## src/rtl/mac_vec_pipe.sv

```systemverilog
`default_nettype none
// ============================================================================
//  Module   : mac_vec_pipe
//  Purpose  : Pipelined signed vector MAC, f = x + sum(a[i]*b[i]), with
//             run-time vector length, valid/ready backpressure, selectable
//             saturating or wrapping accumulate and a sticky per-vector
//             overflow flag.
//             Optional macro MAC_DBG_CNT_EN adds result/overflow counters
//             (dbg_vec_cnt, dbg_ovf_cnt).
//  Revision : 1.0 - initial release
// ============================================================================
module mac_vec_pipe #(
    parameter int DATA_W     = 8,
    parameter int ACC_W      = 16,
    parameter int MUL_STAGES = 2,
    parameter int MAX_VEC    = 8
) (
    input  logic                              clk,
    input  logic                              reset,
    input  logic                              in_valid,
    output logic                              in_ready,
    input  logic signed [DATA_W-1:0]          a,
    input  logic signed [DATA_W-1:0]          b,
    input  logic signed [DATA_W-1:0]          x,
    input  logic [$clog2(MAX_VEC+1)-1:0]      vec_len,
    input  logic                              sat_mode,
    output logic                              out_valid,
    input  logic                              out_ready,
    output logic signed [ACC_W-1:0]           out_result,
    output logic                              out_ovf
`ifdef MAC_DBG_CNT_EN
    ,
    output logic [15:0]                       dbg_vec_cnt,
    output logic [15:0]                       dbg_ovf_cnt
`endif
);

    localparam int                       c_CNT_W   = $clog2(MAX_VEC + 1);
    localparam logic [c_CNT_W-1:0]       c_MAX_LEN = c_CNT_W'(MAX_VEC);
    localparam logic [c_CNT_W-1:0]       c_ONE     = c_CNT_W'(1);
    localparam logic signed [ACC_W-1:0]  c_ACC_MAX = {1'b0, {(ACC_W-1){1'b1}}};
    localparam logic signed [ACC_W-1:0]  c_ACC_MIN = {1'b1, {(ACC_W-1){1'b0}}};

    // Element tracking for the vector currently being accepted
    logic [c_CNT_W-1:0]        r_elem_cnt;
    logic [c_CNT_W-1:0]        r_len;
    logic                      r_sat_vec;

    // Stage 0: input register
    logic                      r_s0_valid;
    logic                      r_s0_first;
    logic                      r_s0_last;
    logic                      r_s0_sat;
    logic signed [DATA_W-1:0]  r_s0_a;
    logic signed [DATA_W-1:0]  r_s0_b;
    logic signed [ACC_W-1:0]   r_s0_bias;

    // Multiplier stages 1..MUL_STAGES
    logic                      r_p_valid [1:MUL_STAGES];
    logic                      r_p_first [1:MUL_STAGES];
    logic                      r_p_last  [1:MUL_STAGES];
    logic                      r_p_sat   [1:MUL_STAGES];
    logic signed [ACC_W-1:0]   r_p_bias  [1:MUL_STAGES];
    logic signed [ACC_W-1:0]   r_p_prod  [1:MUL_STAGES];

    // Accumulator state
    logic signed [ACC_W-1:0]   r_acc;
    logic                      r_ovf;

    logic                      w_stall;
    logic                      w_accept;
    logic                      w_first;
    logic                      w_last;
    logic                      w_beat_sat;
    logic [c_CNT_W-1:0]        w_len_eff;
    logic [c_CNT_W-1:0]        w_cur_len;
    logic signed [2*DATA_W-1:0] w_s0_prod;
    logic signed [ACC_W-1:0]   w_op_a;
    logic signed [ACC_W-1:0]   w_op_b;
    logic signed [ACC_W:0]     w_sum;
    logic                      w_elem_ovf;
    logic                      w_ovf_next;
    logic signed [ACC_W-1:0]   w_acc_next;
    logic                      w_m_valid;

    // A held result blocks the whole pipeline; only then is input refused
    assign w_stall  = out_valid & ~out_ready;
    assign in_ready = ~w_stall;
    assign w_accept = in_valid & in_ready;

    // Beat classification and first-beat length clamping
    always_comb begin
        w_first    = (r_elem_cnt == '0);
        w_len_eff  = vec_len;
        if (vec_len == '0) begin
            w_len_eff = c_ONE;
        end else if (vec_len > c_MAX_LEN) begin
            w_len_eff = c_MAX_LEN;
        end
        w_cur_len  = w_first ? w_len_eff : r_len;
        w_last     = (r_elem_cnt == (w_cur_len - c_ONE));
        w_beat_sat = w_first ? sat_mode : r_sat_vec;
        w_s0_prod  = r_s0_a * r_s0_b;
    end

    // Element counter and per-vector length/mode latch
    always_ff @(posedge clk) begin
        if (reset) begin
            r_elem_cnt <= '0;
            r_len      <= c_ONE;
            r_sat_vec  <= 1'b0;
        end else if (w_accept) begin
            r_elem_cnt <= w_last ? '0 : (r_elem_cnt + c_ONE);
            if (w_first) begin
                r_len     <= w_len_eff;
                r_sat_vec <= sat_mode;
            end
        end
    end

    // Input register and multiplier pipeline; tags and bias ride with each beat
    always_ff @(posedge clk) begin
        if (reset) begin
            r_s0_valid <= 1'b0;
            r_s0_first <= 1'b0;
            r_s0_last  <= 1'b0;
            r_s0_sat   <= 1'b0;
            r_s0_a     <= '0;
            r_s0_b     <= '0;
            r_s0_bias  <= '0;
            for (int i = 1; i <= MUL_STAGES; i++) begin
                r_p_valid[i] <= 1'b0;
                r_p_first[i] <= 1'b0;
                r_p_last[i]  <= 1'b0;
                r_p_sat[i]   <= 1'b0;
                r_p_bias[i]  <= '0;
                r_p_prod[i]  <= '0;
            end
        end else if (!w_stall) begin
            r_s0_valid <= w_accept;
            if (w_accept) begin
                r_s0_first <= w_first;
                r_s0_last  <= w_last;
                r_s0_sat   <= w_beat_sat;
                r_s0_a     <= a;
                r_s0_b     <= b;
                r_s0_bias  <= ACC_W'(x);
            end
            r_p_valid[1] <= r_s0_valid;
            r_p_first[1] <= r_s0_first;
            r_p_last[1]  <= r_s0_last;
            r_p_sat[1]   <= r_s0_sat;
            r_p_bias[1]  <= r_s0_bias;
            r_p_prod[1]  <= ACC_W'(w_s0_prod);
            for (int i = 2; i <= MUL_STAGES; i++) begin
                r_p_valid[i] <= r_p_valid[i-1];
                r_p_first[i] <= r_p_first[i-1];
                r_p_last[i]  <= r_p_last[i-1];
                r_p_sat[i]   <= r_p_sat[i-1];
                r_p_bias[i]  <= r_p_bias[i-1];
                r_p_prod[i]  <= r_p_prod[i-1];
            end
        end
    end

    // Accumulate at ACC_W+1 bits; overflow when like-signed operands flip sign
    always_comb begin
        w_m_valid  = r_p_valid[MUL_STAGES];
        w_op_a     = r_p_first[MUL_STAGES] ? r_p_bias[MUL_STAGES] : r_acc;
        w_op_b     = r_p_prod[MUL_STAGES];
        w_sum      = (ACC_W+1)'(w_op_a) + (ACC_W+1)'(w_op_b);
        w_elem_ovf = (w_op_a[ACC_W-1] == w_op_b[ACC_W-1]) &&
                     (w_sum[ACC_W-1] != w_op_a[ACC_W-1]);
        w_acc_next = w_sum[ACC_W-1:0];
        if (w_elem_ovf && r_p_sat[MUL_STAGES]) begin
            w_acc_next = w_sum[ACC_W] ? c_ACC_MIN : c_ACC_MAX;
        end
        w_ovf_next = (r_p_first[MUL_STAGES] ? 1'b0 : r_ovf) | w_elem_ovf;
    end

    // Accumulator update and result register with hold-until-taken
    always_ff @(posedge clk) begin
        if (reset) begin
            r_acc      <= '0;
            r_ovf      <= 1'b0;
            out_valid  <= 1'b0;
            out_result <= '0;
            out_ovf    <= 1'b0;
        end else if (!w_stall) begin
            out_valid <= w_m_valid & r_p_last[MUL_STAGES];
            if (w_m_valid) begin
                r_acc <= w_acc_next;
                r_ovf <= w_ovf_next;
                if (r_p_last[MUL_STAGES]) begin
                    out_result <= w_acc_next;
                    out_ovf    <= w_ovf_next;
                end
            end
        end
    end

`ifdef MAC_DBG_CNT_EN
    // Debug counters: results delivered and results delivered with overflow
    always_ff @(posedge clk) begin
        if (reset) begin
            dbg_vec_cnt <= '0;
            dbg_ovf_cnt <= '0;
        end else if (out_valid && out_ready) begin
            dbg_vec_cnt <= dbg_vec_cnt + 16'd1;
            if (out_ovf) begin
                dbg_ovf_cnt <= dbg_ovf_cnt + 16'd1;
            end
        end
    end
`endif

endmodule
`default_nettype wire

```

## config.mk

```make
export PLATFORM = sky130hd
export DESIGN_NAME = mac_vec_pipe
export DESIGN_NICKNAME = d
export VERILOG_FILES = /design/src/rtl/mac_vec_pipe.sv
export SDC_FILE = /design/constraint.sdc
export NUM_CORES = 1
export LEC_CHECK = 0
export ABC_CLOCK_PERIOD_IN_PS = 6500
export CAP_MARGIN = 0
export CORE_UTILIZATION = 60
export CTS_BUF_LIST = sky130_fd_sc_hd__clkbuf_8
export CTS_CLUSTER_DIAMETER = 100
export CTS_CLUSTER_SIZE = 30
export DETAILED_ROUTE_END_ITERATION = 8
export HOLD_SLACK_MARGIN = 0.15
export PLACE_DENSITY = 0.85
export SYNTH_ARGS = -nofsm -noshare
export SYNTH_HDL_FRONTEND = slang
export SYNTH_SLANG_ARGS = --single-unit
```

## constraint.sdc

```tcl
create_clock -name clk -period 6.5 [get_ports clk]
set_clock_uncertainty 0.15 [all_clocks]
set_input_delay 1.625 -clock clk [delete_from_list [all_inputs] [get_ports clk]]
set_output_delay 1.625 -clock clk [all_outputs]
set_load 0.01 [all_outputs]
```

==> results.yml <==
clock_tree:
  clkLatencyLatePin_ps: 450
  clk_pin_slew_ps: 60
  numClockSinks: 127
  ctsHoldBuffers: 0
  cts_tree: "done"
  cts_made_buffers: 17
  post_cts_buffers: 0
  cts-htree-levels: 4
  clock_path_buffers: 2
  cts-root-buf: "clkbuf_8"
  cts_resized: 0
floorplanning:
  pin_count: 52
  core_area_um2: 13300
  fp.dieW_um: 120
  fp.dieH_um: 120
  initial_utilization: 0.621
  dieArea_um2: 14300
  row_count: 42
worst_setup_path:
  path_class: "in2out"
  rrSetupSlack_ps: 1510
  start_kind: "input port"
  crit-reg2reg-launch: "r_s0_b[7]$_SDFFE_PP0P_"
  worst-path-max-fanout: 18
  r2r_cells: 15
  reg2reg_to: "r_p_prod[1][14]$_SDFFCE_PN0P_"
  endpoint_kind: "output port"
  critPathArrivalTime_ps: 3320
  crit_required_ps: 4720
synth:
  synth_area_um2: 8300
  ys_warn_count: 0
  syn_area_per_cell_um2: 9.65
  synth_edf_count: 56
  ys_types: 61
  synth_nets: 997
  synthFlopType: "dfxtp_1"
  seq_area_frac_synth: 0.374
  synth-async-reset-ratio: 0
  synth_cells: 860
  ys_ff_latch: 127
detailed_routing:
  viasPerCell: 5.50
  num_vias: 6013
  drc_errors: 0
  wire_per_inst_um: 14.4
  antenna_left: 0
  drtIter0Drc: 338
  firstDrtPassIters: 5
  wl_mm: 15.8
placement:
  place_inst: 1063
  gp_congestion: 0.910
  hpwl_mm: 11.7
  dp_worst_setup_slack_ps: 1410
  postPlaceCellArea_um2: 8950
  numPortBuffers: 51
cells_and_area:
  fillCellCount: 1028
  fin_util: 0.696
  nets: 1043
  layout_commonest_cell: "inv_1"
  final_cell_mix: "inv_1 (104), nand2_1 (91), and2_1 (82)"
  n_antenna_cell: 0
  area_growth_pct: 12.1
  drive_above_1_share: 0.0512
  postLayoutCellArea_um2: 9300
  final_cells: 1094
global_route:
  gr-usage-all-layers: 0.237
  globalRouteOverflowTotal: 0
  antenna_found_initial: 0
  first_global_vias: 5805
  grt_pass1_wl_mm: 26.9
  grt_max_degree: 78
power:
  power.total_mw: 1.77
  ir_drop_uv: 171
  leakagePower_nw: 4.15
  powerDensity_nw_per_um2: 191
sta:
  fin_crit_ps: 5100
  setup-tns-final_ps: 0
  max_freq_mhz: 196
  hold_violations: 0
  worst_slack_ps: 1400
  slew_violations: 0
  hold_ws_ps: 301
  min_period_over_period: 0.784
  setup_viol: 0
  rsz0062_at_grt: "no"
  slew_headroom: 0.185
  worstMarginPinSlew_ps: 1210
worst_hold_path:
  hold_path.class: "reg2reg"
  worstHoldStart: "r_s0_bias[0]$_SDFFE_PP0P_"
  whs_endpoint: "r_s0_bias[0]$_SDFFE_PP0P_"
  hold_depth: 2
flow_run:
  drv_cap: 0
status:
  status: "completed"
==> registers in the layout (all words and copies together), names as in the netlist, named ones only <==
signal / cells
out_valid: 1
r_s0_first: 1
out_ovf: 1
r_p_bias: 16
r_s0_valid: 1
r_s0_b: 8
r_p_valid: 2
r_s0_last: 1
r_elem_cnt: 4
r_p_sat: 2
r_acc: 16
r_s0_bias: 8
r_p_first: 2
r_s0_a: 8
r_ovf: 1
out_result: 16
r_len: 4
r_p_last: 2
r_p_prod: 32
==> kinds of logic (layout without fill, tap and decap cells) <==
group | Yosys count | count (layout) | share of synthesized area
buffers and inverters | 129 | 187 | 0.0588
XOR/XNOR | 27 | 27 | 0.0285
AND/OR/NAND/NOR | 310 | 310 | 0.189
multiplexers | 14 | 14 | 0.0179
adder cells (fa/ha/maj) | 104 | 104 | 0.208
flip-flops | 127 | 127 | 0.374
AO/OA/AOI/OAI | 149 | 149 | 0.124
==> synthesized netlist by cell type, types with 9 or more instances <==
| master | count | area (um^2) |
|---|---|---|
| xor2_1 | 10 | 87.6 |
| fa_1 | 56 | 1120 |
| nor2b_1 | 10 | 62.6 |
| nor3_1 | 9 | 45.0 |
| nand3_1 | 16 | 80.1 |
| xnor2_1 | 17 | 149 |
| inv_1 | 99 | 372 |
| clkbuf_1 | 26 | 97.6 |
| dfxtp_1 | 71 | 1420 |
| and2_1 | 82 | 513 |
| ha_1 | 48 | 601 |
| nand2_1 | 92 | 345 |
| o21ai_0 | 14 | 70.1 |
| edfxtp_1 | 56 | 1680 |
| a211oi_1 | 21 | 158 |
| and3_1 | 15 | 93.8 |
| nor2_1 | 57 | 214 |
| a21o_1 | 11 | 82.6 |
| a21oi_1 | 48 | 240 |
==> critical path, stage by stage <==
cell and delay (ps):
clkdlybuf4s50_1 410, nor2b_1 270, clkinv_1 410, clkdlybuf4s50_1 600
==> worst max path at each step <==
stage                                 startpoint                             to  slack, ps  cells after the start
after floorplan           r_s0_b[7]$_SDFFE_PP0P_  r_p_prod[1][14]$_SDFFCE_PN0P_       1850                     15
after global placement                 out_ready                       in_ready       1510                      4
after detailed placement               out_ready                       in_ready       1410                      4
after CTS                              out_ready                       in_ready       1410                      4
after global routing      r_s0_b[7]$_SDFFE_PP0P_  r_p_prod[1][15]$_SDFFCE_PN0P_       1200                     14
final                                  out_ready                       in_ready       1400                      4
==> power by group <==
part	total, mW	internal, mW	switching [mW]
combinational	0.261	0.117	0.144
clock	0.620	0.325	0.295
sequential	0.894	0.868	0.0259
==> routing by layer <==
metal	GRT usage	part of all wire	up-vias
met5	0	0	-
met4	0.0680	0.015	0
met3	0.0433	0.038	24
met2	0.422	0.51	142
met1	0.292	0.44	2841
li1	-	-	3006
==> final cells by class <==
cell class,instances,area [um^2],area share
Clock inverter,14,114,0.0122
Timing Repair Buffer,56,543,0.0584
Sequential cell,127,3100,0.334
Inverter,100,375,0.0404
Multi-Input combinational cell,604,4710,0.506
Tap cell,176,220,0.0237
Clock buffer,17,234,0.0252
Power figures use the tool's default switching activity.
